**src/rtl/onehot_stream_decoder_pkg.sv**
```systemverilog
// Shared definitions for the one-hot stream decoder: FSM state encodings and default index width.
package onehot_stream_decoder_pkg;

    localparam int ONEHOT_N_DEFAULT = 3;

    typedef enum logic {
        ST_IDLE = 1'b0,
        ST_EMIT = 1'b1
    } state_e;

endpackage

```
**src/rtl/onehot_decodernbit.sv**
```systemverilog
// Combinational binary-to-one-hot decoder: d_out = 1 << d_in.
module onehot_decodernbit
    import onehot_stream_decoder_pkg::*;
#(
    parameter int N = ONEHOT_N_DEFAULT,
    parameter int M = 2**N
) (
    input  logic [N-1:0] d_in,
    output logic [M-1:0] d_out
);

    // Set exactly the bit addressed by d_in.
    always_comb begin
        d_out       = {M{1'b0}};
        d_out[d_in] = 1'b1;
    end

endmodule

```
**src/rtl/onehot_stream_decoder.sv**
```systemverilog
// Emits bursts of consecutive one-hot words from a (start index, count) request.
// Optional macro ONEHOT_STREAM_DIR_EN adds in_dir to step downward instead of upward.
module onehot_stream_decoder
    import onehot_stream_decoder_pkg::*;
#(
    parameter  int N = ONEHOT_N_DEFAULT,
    localparam int M = 2**N
) (
    input  logic         clk,
    input  logic         rst_n,
    input  logic         in_valid,
    output logic         in_ready,
    input  logic [N-1:0] in_idx,
    input  logic [N-1:0] in_count,
`ifdef ONEHOT_STREAM_DIR_EN
    input  logic         in_dir,
`endif
    output logic         out_valid,
    input  logic         out_ready,
    output logic [M-1:0] out_onehot,
    output logic         out_last,
    output logic         busy
);

    localparam logic [N-1:0] ZERO_N = {N{1'b0}};
    localparam logic [N-1:0] ONE_N  = N'(1);

    state_e         state_r;
    logic [N-1:0]   cur_r;
    logic [N-1:0]   rem_r;
    logic           out_valid_r;
    logic           out_last_r;
    logic           busy_r;
    logic           dir_s;
    logic [N-1:0]   cur_next_s;
    logic [M-1:0]   dec_s;

`ifdef ONEHOT_STREAM_DIR_EN
    logic           dir_r;

    // Direction is latched with each accepted request and cleared by reset.
    always_ff @(posedge clk) begin
        if (!rst_n) begin
            dir_r <= 1'b0;
        end else if (in_valid && in_ready) begin
            dir_r <= in_dir;
        end else begin
            dir_r <= dir_r;
        end
    end

    assign dir_s = dir_r;
`else
    assign dir_s = 1'b0;
`endif

    // Index step; N-bit arithmetic wraps modulo M in both directions.
    always_comb begin
        cur_next_s = cur_r + ONE_N;
        if (dir_s) begin
            cur_next_s = cur_r - ONE_N;
        end else begin
            cur_next_s = cur_r + ONE_N;
        end
    end

    // A new request is taken when idle, or when the final word leaves this same cycle.
    assign in_ready = (state_r == ST_IDLE) ||
                      ((state_r == ST_EMIT) && out_last_r && out_ready);

    // Burst FSM with registered handshake/status outputs.
    always_ff @(posedge clk) begin
        if (!rst_n) begin
            state_r     <= ST_IDLE;
            cur_r       <= ZERO_N;
            rem_r       <= ZERO_N;
            out_valid_r <= 1'b0;
            out_last_r  <= 1'b0;
            busy_r      <= 1'b0;
        end else begin
            case (state_r)
                ST_IDLE: begin
                    if (in_valid) begin
                        state_r     <= ST_EMIT;
                        cur_r       <= in_idx;
                        rem_r       <= in_count;
                        out_valid_r <= 1'b1;
                        out_last_r  <= (in_count == ZERO_N);
                        busy_r      <= 1'b1;
                    end
                end
                ST_EMIT: begin
                    if (out_ready) begin
                        if (rem_r != ZERO_N) begin
                            cur_r      <= cur_next_s;
                            rem_r      <= rem_r - ONE_N;
                            out_last_r <= (rem_r == ONE_N);
                        end else if (in_valid) begin
                            // Chain the next burst with no idle bubble.
                            cur_r      <= in_idx;
                            rem_r      <= in_count;
                            out_last_r <= (in_count == ZERO_N);
                        end else begin
                            state_r     <= ST_IDLE;
                            out_valid_r <= 1'b0;
                            out_last_r  <= 1'b0;
                            busy_r      <= 1'b0;
                        end
                    end
                end
                default: begin
                    state_r     <= ST_IDLE;
                    out_valid_r <= 1'b0;
                    out_last_r  <= 1'b0;
                    busy_r      <= 1'b0;
                end
            endcase
        end
    end

    onehot_decodernbit #(
        .N (N),
        .M (M)
    ) u_dec (
        .d_in  (cur_r),
        .d_out (dec_s)
    );

    assign out_valid  = out_valid_r;
    assign out_last   = out_last_r;
    assign busy       = busy_r;
    assign out_onehot = out_valid_r ? dec_s : {M{1'b0}};

endmodule

```
**config.mk**
```make
export PLATFORM = sky130hd
export DESIGN_NAME = onehot_stream_decoder
export DESIGN_NICKNAME = d
export VERILOG_FILES = /design/src/rtl/onehot_stream_decoder_pkg.sv /design/src/rtl/onehot_decodernbit.sv /design/src/rtl/onehot_stream_decoder.sv
export SDC_FILE = /design/constraint.sdc
export NUM_CORES = 1
export LEC_CHECK = 0
export CORE_MARGIN = 2
export CORE_UTILIZATION = 40
export DETAILED_ROUTE_END_ITERATION = 7
export PLACE_DENSITY = 0.81
export SLEW_MARGIN = 20
export SYNTH_ARGS = -nofsm -noshare
export SYNTH_HDL_FRONTEND = slang
export SYNTH_SLANG_ARGS = --single-unit
```
**constraint.sdc**
```tcl
create_clock -name clk -period 1.4 [get_ports clk]
set_input_delay 0.28 -clock clk [delete_from_list [all_inputs] [get_ports clk]]
set_output_delay 0.28 -clock clk [all_outputs]
set_load 0.02 [all_outputs]
```
==> flow_summary.rst, run 1 <==
.. list-table::
   :header-rows: 1

   * - Metric
     - Value
   * - Routed via count
     - 879
   * - Number of standard cells after synthesis
     - between 90 and 100
   * - Iteration-0 DRC count of the detailed router
     - 38
   * - Violations in the final reports
     - negative setup slack
   * - Total setup violations reported at the end of the flow
     - 6
   * - WL per Instance
     - 18.1 µm
   * - Type of element capturing the critical path
     - register
   * - Effective utilization at floorplan
     - 0.433
   * - Relative contribution of the clock network to total power
     - 0.215
   * - Detail Placement HPWL
     - 1.59 mm
   * - Maximum clock frequency
     - 0.682 GHz
   * - Final weighted congestion in routability-driven placement
     - 0.803
   * - Required time at the worst-slack endpoint
     - 1.58 ns
   * - Remaining design rule violation count
     - 0
   * - Syn nets
     - 105
   * - Worst rel slew slack
     - 0.784
   * - Global route overflow
     - 0
   * - TritonCTS clock tree
     - done
   * - P_int
     - 625 µW
   * - Synthesized area per cell
     - approximately 7.3 µm²
   * - Post-synthesis instance area
     - between 600 and 700 µm²
   * - Number of global-route vias before repair
     - 819
   * - Transition time at the pin with the least slew margin
     - 0.323 ns
   * - Post-layout instance count excluding filler cells
     - 146
   * - Power density of the placed cells
     - roughly 900 mW/mm²
   * - Post-layout minimum cycle time
     - 1.47 ns
   * - Setup CP Type
     - reg2reg
   * - Fillcell total
     - 120
   * - Worst path arrival time
     - about 1.6 ns
   * - Maximum fanout encountered on the critical timing path
     - 5
   * - Power spent charging and discharging nets
     - 389 µW
   * - Unrepaired setup endpoints after global routing
     - true
   * - Die height
     - 44.8 µm
   * - Per-cell via count in the routed design
     - 6.02
   * - Die area
     - 0.00201 mm²
   * - Clk pin slew, worst setup/hold paths
     - ~0.07 ns
   * - Drt first pass iters
     - 4
   * - Clock root buffer master
     - sky130_fd_sc_hd__clkbuf_4
   * - Count of standard-cell rows
     - 14
   * - Endpoint of the worst hold path
     - rem_r[1]$_SDFFE_PN0P_
   * - Core box area
     - 0.00154 mm²
   * - Placed Cells
     - 140
   * - Yosys Warn Count
     - 0
   * - Sequential cell area in the final layout
     - 193 µm²
   * - Maximum number of buffers from clock root to sink
     - 2
   * - Tot GR Track Use
     - 0.278
   * - Setup slack on the worst flop-to-flop path
     - -0.07 ns
   * - Detailed-route wire length
     - ~2.6 mm
   * - Number of levels the H-tree was split into
     - 1
   * - Number of cells on the worst hold path
     - 2
   * - Final cycle utilization of the critical path
     - 1.05
   * - Layout area overhead
     - 68.1%
   * - IO Count
     - 22
   * - Share of final-layout standard cells stronger than drive strength 1
     - 0.469
   * - Area taken by multi-input logic gates
     - 541 µm²
   * - Origin of the worst min-delay path
     - rem_r[1]$_SDFFE_PN0P_
   * - Number of antenna violations at the first check in global routing
     - 0
   * - Endpoints failing hold
     - 0
   * - First-pass GRT wire length
     - between 4 and 5 mm
   * - Status
     - finished with violations
   * - Leakage Power
     - between 0.0004 and 0.0005 µW
   * - Worst Reg2Reg Path Length in Cells
     - 6
   * - Clock skew after layout
     - 0.000531 ns
   * - Number of buffers created by CTS
     - 3
   * - Antenna violation net count after detailed routing
     - 0
   * - Distinct cell type count of the synthesized netlist
     - 27
   * - Worst setup startpoint
     - rem_r[1]$_SDFFE_PN0P_
   * - Placement Setup Slack
     - -0.339 ns
   * - TritonCTS sink count
     - 9
   * - Sw Ratio
     - 0.384
   * - CP startpoint kind
     - register
   * - Final count of pins violating max slew
     - 0
   * - Peak supply drop
     - between 600 and 700 µV
   * - Part of the power in registers
     - 0.320
   * - Final worst-path setup slack
     - -0.0655 ns
   * - Number of hold buffers added after cts
     - 0
   * - Number of diodes
     - 0
   * - Start of the worst register-to-register path
     - rem_r[1]$_SDFFE_PN0P_
   * - Largest net degree at the start of global routing
     - 9
   * - Type of the worst min-delay path
     - reg2reg
   * - Count of state elements after synthesis
     - 9
   * - Worst R2R End
     - out_last$_SDFFE_PN0P_
   * - Combinational fraction of design power
     - 0.465
   * - Total chip power
     - between 1000 and 1500 µW
   * - Sequential cell area fraction in the yosys report
     - 0.270
   * - Skew-Pair Late Insertion Delay
     - 0.27 ns
   * - Die Wd
     - 44.8 µm
   * - Maximum Capacitance Violations
     - 0
   * - Port Buffers
     - 21
   * - Final nets
     - 145
==> cell type report <==
cell class / instances / area share
well taps: 16 / 0.0179
multi-input cells: 70 / 0.482
clock buffers: 4 / 0.0234
repair buffers: 39 / 0.278
inverters: 8 / 0.0268
flip-flops and latches: 9 / 0.172
==> how the worst max path moves through the flow <==
stage	end	slack (ns)	cells past startpoint
after global routing	out_last$_SDFFE_PN0P_	-0.11	6
after floorplan	out_last$_SDFFE_PN0P_	0.02	6
after CTS	out_onehot[7]	-0.01	3
after detailed placement	in_ready	-0.34	4
final	out_last$_SDFFE_PN0P_	-0.07	6
after global placement	in_ready	-0.34	4
==> synth_stat cells (all sizes together) <==
library cell  number  area, µm²
o221a              2       22.5
nand2b             4       25.0
or3                1       6.26
o21ai              6       33.8
inv                8       30.0
nand2             12       52.6
a22o               1       8.76
nor2b              2       12.5
or2b               1       11.3
nor2               8       30.0
buf                4       22.5
ha                 4       50.1
a22oi              1       7.51
o21a               1       7.51
a221oi             1       15.0
nand4              2       12.5
nand3              3       15.0
a31oi              5       31.3
o32ai              1       8.76
mux2i              1       10.0
a21oi             10       50.1
dfxtp              9        180
and2               1       8.76
nor3               3       15.0
==> flip-flops by register name, summed over array words and instances (netlist names) <==
signal / count
rem_r: 3
out_last: 1
busy: 1
state_r: 1
cur_r: 3
==> worst max-delay path: stages, from the launching register on <==
cell and delay (ns):
sky130_fd_sc_hd__dfxtp_2 0.35, sky130_fd_sc_hd__inv_2 0.05, sky130_fd_sc_hd__ha_4 0.15, sky130_fd_sc_hd__or2b_4 0.24
sky130_fd_sc_hd__and2_4 0.22, sky130_fd_sc_hd__a31oi_4 0.11, sky130_fd_sc_hd__a221oi_2 0.25
==> layout by cell type (no fill, tap or decap), drive strengths merged, types with 2 or more instances in the layout <==
cell           instances
nand2                 12
nand2b                 4
a31oi                  5
clkbuf                 4
dfxtp                  9
buf                   27
nand3                  3
nand4                  2
nor2                   8
o221a                  2
ha                     4
nor2b                  2
a21oi                 10
nor3                   3
inv                    8
clkdlybuf4s50          9
dlygate4sd2            2
o21ai                  6
==> routing by layer <==
| layer | up-vias | part of all wire | track usage |
|---|---|---|---|
| met5 | - | 0 | 0 |
| met4 | 0 | 0.028 | 0.0706 |
| met3 | 13 | 0.077 | 0.0480 |
| met2 | 63 | 0.50 | 0.478 |
| met1 | 399 | 0.39 | 0.361 |
| li1 | 404 | - | - |
==> kinds of logic (layout without fill, tap and decap cells) <==
kind of cell             after synthesis  count (layout)  synth area share
buffers and inverters                 12              51            0.0788
AO/OA/AOI/OAI                         28              28             0.278
AND/OR/NAND/NOR                       37              37             0.283
flip-flops                             9               9             0.270
multiplexers                           1               1            0.0150
adder cells (fa/ha/maj)                4               4            0.0750
==> power by group through the flow <==
stage	Sequential (µW)	Combinational, µW	Clock [µW]
2_1_floorplan	324	198	0
3_5_place_dp	315	379	0
5_1_grt	328	504	231
6_report	324	471	219
4_1_cts	312	437	218
3_3_place_gp	313	362	0
==> per-stage QoR <==
step / hold slack [ns] / util / setup TNS [ns] / instance area [µm²]
finish: 0.553 / 0.727 / -0.129 / 1120
floorplan: 0.418 / - / 0 / 668
global route: 0.577 / 0.727 / -0.535 / 1120
CTS: 0.512 / 0.700 / -0.0163 / 1080
global placement: 0.473 / 0.646 / -2.20 / 996
detailed placement: 0.504 / 0.646 / -2.72 / 996
==> what timing repair did <==
item | in CTS | in global routing
cloned | 0 | 0
pin swaps | 8 | 6
endpoints found under the setup margin | 18 | 15
buffers inserted | 2 | 0
resized for setup | 57 | 20
Power figures use the tool's default switching activity.
==> run 2, diff against run 1 <==
--- a/config.mk
+++ b/config.mk
@@ -5,10 +5,12 @@
 export SDC_FILE = /design/constraint.sdc
 export NUM_CORES = 1
 export LEC_CHECK = 0
+export ABC_AREA = 1
 export CORE_MARGIN = 2
-export CORE_UTILIZATION = 40
+export CORE_UTILIZATION = 54
 export DETAILED_ROUTE_END_ITERATION = 7
-export PLACE_DENSITY = 0.81
+export DONT_BUFFER_PORTS = 1
+export PLACE_DENSITY = 0.79
 export SLEW_MARGIN = 20
 export SYNTH_ARGS = -nofsm -noshare
 export SYNTH_HDL_FRONTEND = slang
==> run 2 against run 1 <==
The flow now finishes without violations. Register-to-register slack better by 0.19 ns. Power down 21%. Worst hold slack worse by 0.41 ns. Routed wire length down 40%. Core utilization down 8.7 points. Synthesized cell count up 41%. Clock power down 3%. Final area down 26%. Die area down 15%. Largest cell class unchanged. Largest power group is now sequential cells.
==> flow_summary.rst, run 2 <==
.. list-table::
   :header-rows: 1

   * - Metric
     - Value
   * - Post-synthesis instance area
     - 752 µm² (+13%)
   * - Skew-Pair Late Insertion Delay
     - 0.27 ns (about the same)
   * - Final count of pins violating max slew
     - 0 (unchanged)
   * - Finished layout cell area
     - 833 µm² (-26%)
   * - Die area
     - 0.00171 mm² (-15%)
   * - Detail Placement HPWL
     - 1.22 mm (-23%)
   * - Per-cell via count in the routed design
     - 5.08 (-16%)
   * - Yosys Warn Count
     - 0 (unchanged)
   * - Part of the power in registers
     - 0.401 (+0.081)
   * - Number of hold buffers added after cts
     - 0 (unchanged)
   * - First-pass GRT wire length
     - 2.37 mm (-41%)
   * - Number of antenna violations at the first check in global routing
     - 0 (unchanged)
   * - Transition time at the pin with the least slew margin
     - 0.265 ns (-0.0581 ns)
   * - Dominant cell by count in the synthesized netlist
     - sky130_fd_sc_hd__nand2_1
   * - Leading registers by flop count
     - cur_r (3), rem_r (3)
   * - Post-CTS setup repair buffer count
     - 0 (-2)
   * - Ranking of synthesized cells by instance count
     - sky130_fd_sc_hd__nand2_1 (42), sky130_fd_sc_hd__nor2_1 (21), sky130_fd_sc_hd__inv_1 (19), sky130_fd_sc_hd__dfxtp_1 (9), sky130_fd_sc_hd__o21ai_0 (7)
   * - Number of flops mapped to enable cells by yosys
     - 0 (unchanged)
   * - Distinct cell type count of the synthesized netlist
     - 17 (-37%)
   * - Share of final-layout standard cells stronger than drive strength 1
     - 0.167 (-0.303)
   * - WL per Instance
     - 10.3 µm (-43%)
   * - Met3 routed wirelength
     - 94 µm (-54%)
   * - Met2 routed WL
     - 731 µm (-45%)
   * - Worst rel slew slack
     - 0.823 (+0.0389)
   * - Async SR Flop Fraction
     - 0 (unchanged)
   * - Effective utilization at floorplan
     - 0.578 (+0.145)
   * - P_int
     - 497 µW (-20%)
   * - Antenna violation net count after detailed routing
     - 0 (unchanged)
   * - Worst path arrival time
     - 1.04 ns (-0.60 ns)
   * - Number of levels the H-tree was split into
     - 1 (unchanged)
   * - Clock skew after layout
     - 0.00629 ns (+0.00576 ns)
   * - Setup CP Type
     - reg2out
   * - Sw Ratio
     - 0.380 (-0.00375)
   * - Power density of the placed cells
     - 962 mW/mm² (+6.3%)
   * - Type of the worst min-delay path
     - in2reg
   * - Detailed-route wire length on metal 1
     - 709 µm (-32%)
   * - Relative contribution of the clock network to total power
     - 0.265 (+0.050)
   * - Final weighted congestion in routability-driven placement
     - 0.910 (+13%)
   * - Total setup violations reported at the end of the flow
     - 0 (-6)
   * - Count of standard-cell rows
     - 13 (-1)
   * - Synthesized area per cell
     - 5.87 µm² (-20%)
   * - Tot GR Track Use
     - 0.217 (-0.0617)
   * - Most frequent standard cell in the layout excluding fill and tap cells
     - sky130_fd_sc_hd__nand2_1
   * - Die height
     - 41.3 µm (-7.8%)
   * - Area share of the largest cell type after synthesis
     - 0.240 (-0.0306)
   * - Port Buffers
     - 0 (-100%)
   * - Unrepaired setup endpoints after global routing
     - true
   * - Post-layout instance count excluding filler cells
     - 153 (+4.8%)
   * - Syn nets
     - 142 (+35%)
   * - Peak supply drop
     - 562 µV (-9.3%)
   * - Number of standard cells after synthesis
     - 128 (+41%)
   * - Routed via count
     - 777 (-12%)
   * - Remaining design rule violation count
     - 0 (unchanged)
   * - Layout area overhead
     - 10.8%
   * - Drt first pass iters
     - 5 (+1)
   * - CP startpoint kind
     - register
   * - Type of element capturing the critical path
     - primary output
   * - TritonCTS sink count
     - 9 (unchanged)
   * - Required time at the worst-slack endpoint
     - 1.12 ns (-0.46 ns)
   * - Top layer reached by signal wires
     - met4
   * - Placed Cells
     - 149 (+6.4%)
   * - Global route overflow
     - 0 (unchanged)
   * - Clock root buffer master
     - sky130_fd_sc_hd__clkbuf_4
   * - Maximum number of buffers from clock root to sink
     - 2 (unchanged)
   * - Maximum Capacitance Violations
     - 0 (unchanged)
   * - Largest cells by area after synthesis
     - sky130_fd_sc_hd__dfxtp_1 (24%), sky130_fd_sc_hd__nand2_1 (21%), sky130_fd_sc_hd__nor2_1 (10%)
   * - Cell taking the most area after synthesis
     - sky130_fd_sc_hd__dfxtp_1
   * - Count of state elements after synthesis
     - 9 (unchanged)
   * - Leading cell types in the layout, fill and taps excluded
     - sky130_fd_sc_hd__nand2_1 (42), sky130_fd_sc_hd__nor2_1 (21), sky130_fd_sc_hd__inv_1 (19), sky130_fd_sc_hd__buf_4 (10)
   * - Die Wd
     - 41.3 µm (-7.8%)
   * - IO Count
     - 22 (unchanged)
   * - CTS resizes
     - 0 (-100%)
   * - TritonCTS clock tree
     - done
   * - Final nets
     - 153 (+5.5%)
   * - Number of global-route vias before repair
     - 618 (-25%)
   * - Power spent charging and discharging nets
     - 305 µW (-22%)
   * - Number of buffers created by CTS
     - 3 (unchanged)
   * - Final worst-path setup slack
     - 0.0846 ns (+0.150 ns)
   * - Sequential cell area fraction in the yosys report
     - 0.240 (-0.0306)
   * - Leakage Power
     - 0.000485 µW (+1.7%)
   * - Number of diodes
     - 0 (unchanged)
   * - Setup TNS
     - 0 ns (+0.129 ns)
   * - Endpoints failing hold
     - 0 (unchanged)
   * - Final cycle utilization of the critical path
     - 0.940 (-0.107)
   * - Iteration-0 DRC count of the detailed router
     - 8 (-79%)
   * - Combinational fraction of design power
     - 0.335 (-0.130)
   * - Total cell area at the placement stage
     - 805 µm² (-19%)
   * - Maximum clock frequency
     - 0.760 GHz (+11%)
   * - Core box area
     - 0.00130 mm² (-16%)
   * - Placement Setup Slack
     - 0.159 ns (+0.498 ns)
   * - Largest net degree at the start of global routing
     - 15 (+6)
   * - Status
     - complete, no violations
   * - Post-layout minimum cycle time
     - 1.32 ns (-0.150 ns)
   * - Clk pin slew, worst setup/hold paths
     - 0.07 ns (about the same)
   * - Maximum fanout encountered on the critical timing path
     - 5 (unchanged)
   * - Detailed-route wire length
     - 1.58 mm (-40%)
   * - Top_reg_cell synth
     - sky130_fd_sc_hd__dfxtp_1
==> run 2: path summary, 6_finish.rpt <==
check | start | to | slack (ns) | cells past startpoint
max reg2reg | rem_r[0]$_SDFFE_PN0P_ | out_last$_SDFFE_PN0P_ | 0.12 | 8
min | rst_n | rem_r[0]$_SDFFE_PN0P_ | 0.14 | 2
max | cur_r[1]$_SDFFE_PN0P_ | out_onehot[1] | 0.08 | 4
min reg2reg | rem_r[1]$_SDFFE_PN0P_ | rem_r[1]$_SDFFE_PN0P_ | 0.55 | 2
==> run 2: stage by stage <==
| stage | util | power, µW | hold slack, ns |
|---|---|---|---|
| 2_1_floorplan | - | 551 | 0.411 |
| 3_3_place_gp | 0.618 | 587 | 0.425 |
| 3_5_place_dp | 0.618 | 592 | 0.427 |
| 4_1_cts | 0.638 | 799 | 0.150 |
| 5_1_grt | 0.640 | 862 | 0.143 |
| 6_report | 0.640 | 802 | 0.140 |
==> run 2: logic make-up (layout without fill, tap and decap cells) <==
| kind of cell | count (synthesis) | in the layout | synth area share |
|---|---|---|---|
| adder cells (fa/ha/maj) | 4 | 4 | 0.0666 |
| AO/OA/AOI/OAI | 14 | 14 | 0.0998 |
| AND/OR/NAND/NOR | 75 | 75 | 0.429 |
| buffers and inverters | 26 | 36 | 0.165 |
| flip-flops | 9 | 9 | 0.240 |
==> run 2: metal layers <==
| layer | up-vias | track usage |
|---|---|---|
| li1 | 408 | - |
| met1 | 336 | 0.263 |
| met2 | 26 | 0.363 |
| met3 | 7 | 0.0479 |
| met4 | 0 | 0.0968 |
| met5 | - | 0 |
==> run 2: power groups by stage <==
stage                     Sequential [µW]  Clock (µW)  Combinational, µW
after global routing                  326         229                307
after CTS                             320         211                269
after global placement                325           0                262
after detailed placement              326           0                267
after floorplan                       320           0                231
final                                 321         212                268
==> run 2: cell type report <==
class,instances,area (µm²)
Fill cell,142,468
Inverter,22,82.6
Multi-Input combinational cell,93,448
Clock buffer,4,26.3
Tap cell,15,18.8
Sequential cell,9,183
Timing Repair Buffer,10,75.1
==> run 2: worst max-delay path, cell delays in order, from the launching register on <==
cell	delay [ns]
sky130_fd_sc_hd__dfxtp_1	0.40
sky130_fd_sc_hd__inv_1	0.09
sky130_fd_sc_hd__nand2_1	0.08
sky130_fd_sc_hd__nor2_1	0.04
sky130_fd_sc_hd__buf_4	0.15
